==> src/rtl/pipe_rca_if.sv <==
// Streaming bundle for the pipelined ripple-carry adder: operand side
// (in_valid/in_ready/a/b/ci) and result side (out_valid/out_ready/s/co).
// Optional macro PRCA_OVF_EN adds the signed-overflow flag ovf.
interface pipe_rca_if #(
  parameter int WIDTH = 32
);
  logic             in_valid;
  logic             in_ready;
  logic [WIDTH-1:0] a;
  logic [WIDTH-1:0] b;
  logic             ci;
  logic             out_valid;
  logic             out_ready;
  logic [WIDTH-1:0] s;
  logic             co;
`ifdef PRCA_OVF_EN
  logic             ovf;

  modport master (
    output in_valid, a, b, ci, out_ready,
    input  in_ready, out_valid, s, co, ovf
  );

  modport slave (
    input  in_valid, a, b, ci, out_ready,
    output in_ready, out_valid, s, co, ovf
  );
`else
  modport master (
    output in_valid, a, b, ci, out_ready,
    input  in_ready, out_valid, s, co
  );

  modport slave (
    input  in_valid, a, b, ci, out_ready,
    output in_ready, out_valid, s, co
  );
`endif
endinterface

==> src/rtl/pipe_rca.sv <==
// Pipelined ripple-carry adder. A WIDTH-bit add is split into STAGES chunks
// of CW bits; one chunk is resolved per clock with the carry registered
// between chunks. Operands are captured on acceptance, then pass through
// STAGES chunk stages, the last of which is the output register, so a
// result appears STAGES edges after the edge that accepted it.
// Optional macro PRCA_OVF_EN adds a registered signed-overflow flag.
module pipe_rca #(
  parameter int WIDTH  = 32,
  parameter int STAGES = 4
) (
  input logic      clk,
  input logic      rstn,
  pipe_rca_if.slave bus
);

  localparam int CW   = WIDTH / STAGES;
  localparam int LAST = STAGES - 1;

  // Operand capture register feeding chunk stage 0
  logic [WIDTH-1:0] in_a_q;
  logic [WIDTH-1:0] in_b_q;
  logic             in_c_q;
  logic             in_v_q;

  // Chunk stage registers: upper operand chunks travel forward unchanged,
  // lower sum chunks accumulate as they are resolved
  logic [WIDTH-1:0] a_q [STAGES];
  logic [WIDTH-1:0] b_q [STAGES];
  logic [WIDTH-1:0] s_q [STAGES];
  logic             c_q [STAGES];
  logic             v_q [STAGES];

  // Values each stage sees from its predecessor, and what it will register
  logic [WIDTH-1:0] pa [STAGES];
  logic [WIDTH-1:0] pb [STAGES];
  logic [WIDTH-1:0] ps [STAGES];
  logic             pc [STAGES];
  logic             pv [STAGES];
  logic [WIDTH-1:0] ns [STAGES];
  logic             nc [STAGES];
  logic [CW:0]      chunk;

  logic stall;

`ifdef PRCA_OVF_EN
  logic ovf_q;
  assign bus.ovf = ovf_q;
`endif

  assign stall         = v_q[LAST] & ~bus.out_ready;
  assign bus.in_ready  = ~stall;
  assign bus.out_valid = v_q[LAST];
  assign bus.s         = s_q[LAST];
  assign bus.co        = c_q[LAST];

  // Resolve chunk k of each stage from the previous stage's registers
  always_comb begin
    chunk = '0;
    pa[0] = in_a_q;
    pb[0] = in_b_q;
    ps[0] = '0;
    pc[0] = in_c_q;
    pv[0] = in_v_q;
    for (int k = 1; k < STAGES; k++) begin
      pa[k] = a_q[k-1];
      pb[k] = b_q[k-1];
      ps[k] = s_q[k-1];
      pc[k] = c_q[k-1];
      pv[k] = v_q[k-1];
    end
    for (int k = 0; k < STAGES; k++) begin
      chunk = {1'b0, pa[k][k*CW +: CW]} + {1'b0, pb[k][k*CW +: CW]}
            + {{CW{1'b0}}, pc[k]};
      ns[k] = ps[k];
      ns[k][k*CW +: CW] = chunk[CW-1:0];
      nc[k] = chunk[CW];
    end
  end

  // Advance the whole pipe (bubbles included) unless the output is stalled
  always_ff @(posedge clk or negedge rstn) begin
    if (!rstn) begin
      in_a_q <= '0;
      in_b_q <= '0;
      in_c_q <= 1'b0;
      in_v_q <= 1'b0;
      for (int k = 0; k < STAGES; k++) begin
        a_q[k] <= '0;
        b_q[k] <= '0;
        s_q[k] <= '0;
        c_q[k] <= 1'b0;
        v_q[k] <= 1'b0;
      end
`ifdef PRCA_OVF_EN
      ovf_q <= 1'b0;
`endif
    end else if (!stall) begin
      in_v_q <= bus.in_valid;
      if (bus.in_valid) begin
        in_a_q <= bus.a;
        in_b_q <= bus.b;
        in_c_q <= bus.ci;
      end
      for (int k = 0; k < STAGES; k++) begin
        a_q[k] <= pa[k];
        b_q[k] <= pb[k];
        s_q[k] <= ns[k];
        c_q[k] <= nc[k];
        v_q[k] <= pv[k];
      end
`ifdef PRCA_OVF_EN
      // carry into the MSB is a^b^sum at that bit; overflow is it xor co
      ovf_q <= pa[LAST][WIDTH-1] ^ pb[LAST][WIDTH-1] ^ ns[LAST][WIDTH-1] ^ nc[LAST];
`endif
    end
  end

endmodule

==> src/flat_wrapper.sv <==
// flat-port wrapper written by rule: the top's interface ports become plain ports
module pipe_rca_flat 
#(
  parameter int WIDTH  = 32,
  parameter int STAGES = 4
)
  (clk, rstn, bus_in_valid, bus_a, bus_b, bus_ci, bus_out_ready, bus_in_ready, bus_out_valid, bus_s, bus_co);
  pipe_rca_if #(.WIDTH(WIDTH)) bus_i ();
  input logic clk;
  input logic rstn;
  input wire logic [$bits(bus_i.in_valid)-1:0] bus_in_valid;
  input wire logic [$bits(bus_i.a)-1:0] bus_a;
  input wire logic [$bits(bus_i.b)-1:0] bus_b;
  input wire logic [$bits(bus_i.ci)-1:0] bus_ci;
  input wire logic [$bits(bus_i.out_ready)-1:0] bus_out_ready;
  output wire logic [$bits(bus_i.in_ready)-1:0] bus_in_ready;
  output wire logic [$bits(bus_i.out_valid)-1:0] bus_out_valid;
  output wire logic [$bits(bus_i.s)-1:0] bus_s;
  output wire logic [$bits(bus_i.co)-1:0] bus_co;
  assign bus_i.in_valid = bus_in_valid;
  assign bus_i.a = bus_a;
  assign bus_i.b = bus_b;
  assign bus_i.ci = bus_ci;
  assign bus_i.out_ready = bus_out_ready;
  assign bus_in_ready = bus_i.in_ready;
  assign bus_out_valid = bus_i.out_valid;
  assign bus_s = bus_i.s;
  assign bus_co = bus_i.co;
  pipe_rca #(.WIDTH(WIDTH), .STAGES(STAGES)) u_core (.clk(clk), .rstn(rstn), .bus(bus_i));
endmodule
==> config.mk <==
export PLATFORM = sky130hd
export DESIGN_NAME = pipe_rca_flat
export DESIGN_NICKNAME = d
export VERILOG_FILES = /design/src/rtl/pipe_rca_if.sv /design/src/rtl/pipe_rca.sv /design/src/flat_wrapper.sv
export SDC_FILE = /design/constraint.sdc
export NUM_CORES = 1
export LEC_CHECK = 0
export ABC_AREA = 0
export BUFFER_PORTS_ARGS = -buffer_cell sky130_fd_sc_hd__buf_2
export CAP_MARGIN = 20
export CORE_AREA = 5 5 164 119
export CTS_CLUSTER_DIAMETER = 120
export DETAILED_ROUTE_END_ITERATION = 6
export DIE_AREA = 0 0 169 124
export PLACE_DENSITY = 0.8
export SETUP_SLACK_MARGIN = 0.05
export SYNTH_ARGS = -nofsm -noshare
export SYNTH_HDL_FRONTEND = slang
export SYNTH_SLANG_ARGS = --single-unit
==> constraint.sdc <==
create_clock -name clk -period 4.99 [get_ports clk]
set_input_delay 0.499 -clock clk [delete_from_list [all_inputs] [get_ports clk]]
set_output_delay 0.499 -clock clk [all_outputs]
set_load 0.01 [all_outputs]
==> results of run 1 <==
-- Yosys cell counts --
master / n / area, um2
nand2_1: 492 / 1850
dfrtp_1: 250 / 6260
mux2_2: 65 / 732
o21ai_0: 39 / 195
ha_1: 28 / 350
buf_2: 26 / 130
clkbuf_1: 17 / 63.8
a21oi_1: 15 / 75.1
nor3_1: 13 / 65.1
xor2_1: 12 / 105
nor2_1: 11 / 41.3
a211oi_1: 10 / 75.1
fa_1: 8 / 160
inv_1: 8 / 30.0
a21o_1: 6 / 45.0
o211ai_1: 6 / 45.0
a31oi_1: 4 / 25.0
buf_4: 4 / 30.0
nand2b_1: 4 / 25.0
nor2b_1: 4 / 25.0
o21bai_1: 4 / 30.0
or3_1: 4 / 25.0
xnor2_1: 3 / 26.3
a41oi_1: 1 / 8.76
buf_1: 1 / 3.75
nor2b_4: 1 / 13.8
o21a_1: 1 / 7.51
o311a_1: 1 / 10.0
o31a_1: 1 / 8.76
or2_2: 1 / 6.26
-- flip-flops by register name, summed over array words and instances (netlist names) --
signal                count
u_core.a_q               48
u_core.b_q               48
u_core.bus.co             1
u_core.bus.out_valid      1
u_core.bus.s             32
u_core.c_q                3
u_core.in_a_q            32
u_core.in_b_q            32
u_core.in_c_q             1
u_core.in_v_q             1
u_core.ns                48
u_core.pv                 3
-- power by group through the flow --
stage               clock, W  combinational, W  sequential (W)
floorplan                  0           0.00207         0.00340
global placement           0           0.00265         0.00343
detailed placement         0           0.00278         0.00347
CTS                  0.00182           0.00281         0.00344
global route         0.00190           0.00321         0.00355
finish               0.00177           0.00276         0.00344
-- worst max-delay path by stage --
stage | from | end | slack [ns] | depth (start not counted)
CTS | u_core.c_q[2] | u_core.ns[22] | 2.56 | 7
floorplan | u_core.c_q[1] | u_core.bus.s[30] | 2.87 | 7
finish | u_core.c_q[2] | u_core.ns[22] | 2.58 | 7
global route | u_core.c_q[1] | u_core.bus.s[30] | 2.36 | 7
detailed placement | bus_out_ready | u_core.in_b_q[6] | 2.51 | 5
global placement | bus_out_ready | u_core.in_c_q | 2.55 | 5
-- stage by stage --
| stage | hold WS, ns | area [um2] | worst slack (ns) | std cells |
|---|---|---|---|---|
| final | 0.0809 | 11900 | 2.58 | 1376 |
| after floorplan | 0.203 | 10500 | 2.87 | 1040 |
| after global placement | 0.445 | 11100 | 2.55 | 1335 |
| after global routing | 0.208 | 11900 | 2.36 | 1376 |
| after detailed placement | 0.451 | 11100 | 2.51 | 1335 |
| after CTS | 0.210 | 11900 | 2.56 | 1376 |
-- cell type report --
| type | count | area (um2) | area share |
|---|---|---|---|
| Tap cell | 236 | 295 | 0.0248 |
| Clock inverter | 5 | 78.8 | 0.00663 |
| Multi-Input combinational cell | 734 | 3960 | 0.333 |
| Inverter | 8 | 35.0 | 0.00295 |
| Timing Repair Buffer | 107 | 568 | 0.0478 |
| Sequential cell | 250 | 6260 | 0.526 |
| Clock buffer | 36 | 694 | 0.0584 |
-- kinds of logic (layout without fill, tap and decap cells) --
family / Yosys count / in the layout
muxes: 65 / 65
and+or+nand+nor: 530 / 530
DFF: 250 / 250
buffers and inverters: 56 / 156
AOI/OAI and AO/OA: 88 / 88
adders and majority gates: 36 / 36
xor gates and xnor gates: 15 / 15
-- critical path: stages, from the launching register on --
cell and delay (ns):
dfrtp_1 0.40, fa_1 0.49, fa_1 0.42, a21oi_1 0.25
o211ai_1 0.13, a21oi_1 0.22, xor2_1 0.20, o21ai_0 0.11
-- per-layer routing --
layer | up-vias | GRT usage | routed length, um
li1 | 3527 | - | -
met1 | 3368 | 0.270 | 8940
met2 | 123 | 0.311 | 8810
met3 | 24 | 0.0311 | 826
met4 | 0 | 0.0337 | 282
met5 | - | 0 | 0
==> results.yml, run 1 <==
run_status:
  status: "finished, final reports clean"
cts:
  post-cts-setup-buffers: 0
  cts_sinks: 250
  numCtsBuffers: 23
  cts_tree: "done"
  htree_levels: 1
  root_buffer: "clkbuf_16"
  clock_path_buffers: 3
  cts_resized: 0
  worstSkewPairLatency_ns: 0.50
  cts_hold_buf: 0
  clk_pin_slew_worst_paths_ns: 0.06
floorplan:
  io_pins: 104
  start_util: 0.591
  rows: 41
  die_h_um: 124
  core_area_um2: 17700
  die_area_um2: 21000
  die_w_um: 169
final_layout:
  nNetsFinal: 1229
  drive_gt1_frac: 0.186
  most-common-layout-cells: "491 x nand2_1, 250 x dfrtp_1, 102 x buf_2"
  nFillCells: 1399
  antennaDiodeCount: 0
  final_common_cell: "nand2_1"
  fin_util: 0.672
  area_delta_synth_final_pct: 13.7
sta:
  finalSetupTns_ns: 0
  finalHoldViolCount: 0
  slew_headroom: 0.248
  final_max_slew_viol_count: 0
  period_needed_ns: 2.41
  rsz0062_at_grt: "false"
  skew_ns: 0.0103
  worst_pin_slew_ns: 1.13
  setup_viol: 0
  timing.final.crit_share: 0.482
  max_freq_mhz: 415
power_and_ir_drop:
  fin_total_pwr_w: 0.00797
  p_seq_frac: 0.431
  leakagePower_nw: 6.06
  vdd_drop_max_mv: 0.581
  p_clk_frac: 0.222
  switching_share: 0.351
  internal_power_w: 0.00517
  switchingPower_w: 0.00280
  power_density_nw_per_um2: 670
  power_frac_comb: 0.347
logic_synthesis:
  synth_top_family_by_area: "simple AND/OR/NAND/NOR gates"
  synth_cell_types: 30
  postSynthCellCount: 1040
  syn_area_um2: 10500
  synth_area_per_cell_um2: 10.1
  synth.net_count: 1145
  yosysWarnings: 0
  synth_fa_ha_area_frac: 0.0488
  synth_xor_area_frac: 0.0126
  yosys_register_bits: 250
  yosysSeqAreaShare: 0.598
  synth_compound_area_frac: 0.0502
  yosys.area_share.simple: 0.196
  synthMuxAreaShare: 0.0700
global_route:
  antenna_found_initial: 0
  grt_usage: 0.188
  grt_max_degree: 147
  grt_first_pass_wirelength_um: 33000
  grt_pass1_vias: 7060
  overflow: 0
critical_path:
  critPathMaxFanout: 3
  critPathKind: "reg -> reg"
  crit_required_ns: 5.31
  arrival_ns: 2.73
  end_kind: "register"
  regToRegStartpoint: "u_core.c_q[2]"
  rr_worst_depth: 7
  r2r_end: "u_core.ns[22]"
  start_kind: "register"
  r2r_slack_ns: 2.58
drt:
  final_antenna_net_count: 0
  vias: 7042
  avgRoutedWirePerCell_um: 13.7
  drc: 0
  via_per_inst: 5.12
  drtPass1Iterations: 5
  postRouteWirelength_um: 18900
  dr.first_iter.drc_count: 553
worst_hold_path:
  hold_class: "in -> async"
placement:
  port_buffers: 103
  post-dp-hpwl_um: 12000
  place_congestion: 0.823
job:
  maxCapViolCount: 0
No activity file was read; power rests on OpenSTA's default activity.
==> run 2: changes to the inputs <==
CORE_AREA = 5 5 174 126   (was 5 5 164 119)
DIE_AREA = 0 0 179 131   (was 0 0 169 124)
PLACE_DENSITY = 0.75   (was 0.8)
clock period = 2.13 ns   (was 4.99 ns; I/O delays follow)
==> run 2 against run 1 <==
Setup slack got worse by 2.6 ns. Fmax rose by 15%. Final cell count rose by 9.7%. Sequential cell count did not move. Worst hold slack improved by 0.11 ns. Core utilization fell by 2.5 points. Sequential power rose by 140%. Die area rose by 12%. Combinational power rose to 2.6 times the previous value. Count of clock-buffer cells in the layout rose by 1. Routed wire length rose by 11%. Clock power rose to 2.6 times the previous value.
==> results.yml, run 2 (same netlist as run 1, synthesis figures left out) <==
sta:
  slew_headroom: 0.679
  period_needed_ns: 2.10
  timing.final.crit_share: 0.987
  max_freq_mhz: 476
  finalHoldViolCount: 0
  final_max_slew_viol_count: 0
  finalSetupTns_ns: 0
  setup_viol: 0
  skew_ns: 0.00830
  worst_pin_slew_ns: 0.481
  rsz0062_at_grt: "true"
job:
  maxCapViolCount: 0
final_layout:
  most-common-layout-cells: "491 x nand2_1, 250 x dfrtp_1, 102 x buf_2"
  area_delta_synth_final_pct: 24.9
  instances_no_fill: 1509
  final_common_cell: "nand2_1"
  nNetsFinal: 1320
  finish.instance_area_um2: 13100
  drive_gt1_frac: 0.213
  fin_util: 0.647
  antennaDiodeCount: 0
global_route:
  antenna_found_initial: 0
  grt_usage: 0.186
  grt_max_degree: 87
  grt_first_pass_wirelength_um: 36100
  overflow: 0
  grt_pass1_vias: 7604
critical_path:
  rr_worst_depth: 8
  critPathMaxFanout: 2
  arrival_ns: 2.55
  critPathKind: "reg -> reg"
  start_kind: "register"
  end_kind: "register"
  crit_required_ns: 2.58
power_and_ir_drop:
  internal_power_w: 0.0129
  p_seq_frac: 0.407
  power_frac_comb: 0.363
  p_clk_frac: 0.230
  power_density_nw_per_um2: 1520
  vdd_drop_max_mv: 0.740
  switchingPower_w: 0.00694
  fin_total_pwr_w: 0.0199
  leakagePower_nw: 6.53
  switching_share: 0.349
cts:
  clock_path_buffers: 3
  cts_tree: "done"
  numCtsBuffers: 25
  cts_sinks: 250
  worstSkewPairLatency_ns: 0.51
  htree_levels: 1
  root_buffer: "clkbuf_16"
  clk_pin_slew_worst_paths_ns: 0.06
floorplan:
  start_util: 0.518
  die_h_um: 131
  die_w_um: 179
  rows: 44
  io_pins: 104
  core_area_um2: 20200
  die_area_um2: 23400
placement:
  post-dp-hpwl_um: 13200
  port_buffers: 103
  dpl_cell_area_um2: 11400
  dp_cells: 1396
  place_congestion: 0.804
drt:
  vias: 7407
  drtPass1Iterations: 4
  final_antenna_net_count: 0
  dr.first_iter.drc_count: 456
  via_per_inst: 4.91
  drc: 0
  avgRoutedWirePerCell_um: 13.9
  postRouteWirelength_um: 21000
run_status:
  status: "finished, final reports clean"
worst_hold_path:
  hold_class: "in -> reg"
  hold_path_depth: 4
## run 2: cell count changes in the layout (fill, tap and decap cells not counted), moves of 4 or more
cell	change
dlygate4sd3_1	+66
buf_4	+17
fa_1	-8
fa_2	+8
a21oi_1	-6
a211oi_1	-5
a21oi_2	+5
buf_12	+5
o21ai_0	-5
o21ai_1	+4
## run 2: power by group through the flow
stage | logic [W] | registers, W | clock network [W]
final | 0.00721 | 0.00810 | 0.00458
after global placement | 0.00653 | 0.00807 | 0
after CTS | 0.00710 | 0.00810 | 0.00470
after detailed placement | 0.00680 | 0.00816 | 0
after global routing | 0.00826 | 0.00835 | 0.00489
after floorplan | 0.00490 | 0.00796 | 0
## run 2: area by class of cell
class                      instances  area [um2]
fill                            1631        7140
tap                              276         345
clock buffer                      37         751
multi-input combinational        734        4070
timing repair buffer             196        1480
sequential                       250        6260
clock inverter                     8         121
inverter                           8        35.0
## run 2: per-layer routing
| metal | track usage | wire (um) |
|---|---|---|
| met1 | 0.263 | 9840 |
| met2 | 0.310 | 9980 |
| met3 | 0.0293 | 763 |
| met4 | 0.0401 | 408 |
| met5 | 0 | 0 |
## run 2: worst paths after layout
kind                                  startpoint              endpoint  slack (ns)
worst max-delay path            u_core.in_a_q[0]         u_core.ns[70]        0.03
worst min-delay path               bus_out_ready  u_core.bus.out_valid        0.19
worst max register to register  u_core.in_a_q[0]         u_core.ns[70]        0.03
worst min register to register  u_core.bus.s[17]      u_core.bus.s[17]        0.46
max in group asynchronous                   rstn        u_core.b_q[58]        1.14
min in group asynchronous                   rstn      u_core.in_a_q[1]        0.25
## run 2: per-stage QoR
stage / hold WS [ns] / setup slack (ns)
3_3_place_gp: 0.188 / -0.0546
4_1_cts: 0.178 / -0.0289
3_5_place_dp: 0.192 / -0.133
2_1_floorplan: -0.0826 / 0.0457
6_report: 0.188 / 0.0278
5_1_grt: 0.215 / -0.0356
## run 2: critical path, stage by stage (launching register included)
cell and delay (ns):
dfrtp_1 0.41, fa_2 0.41, inv_2 0.06, fa_2 0.22
nor2b_4 0.05, o31a_1 0.27, o311a_1 0.34, a211oi_2 0.17
a21o_1 0.11
## run 2: timing repair
item,in CTS,in global routing
cloned,0,0
hold endpoints to repair,117,0
hold buffers,66,0
buffers inserted,1,1
endpoints found under the setup margin,13,13
resized for setup,17,11
pin swaps,9,20
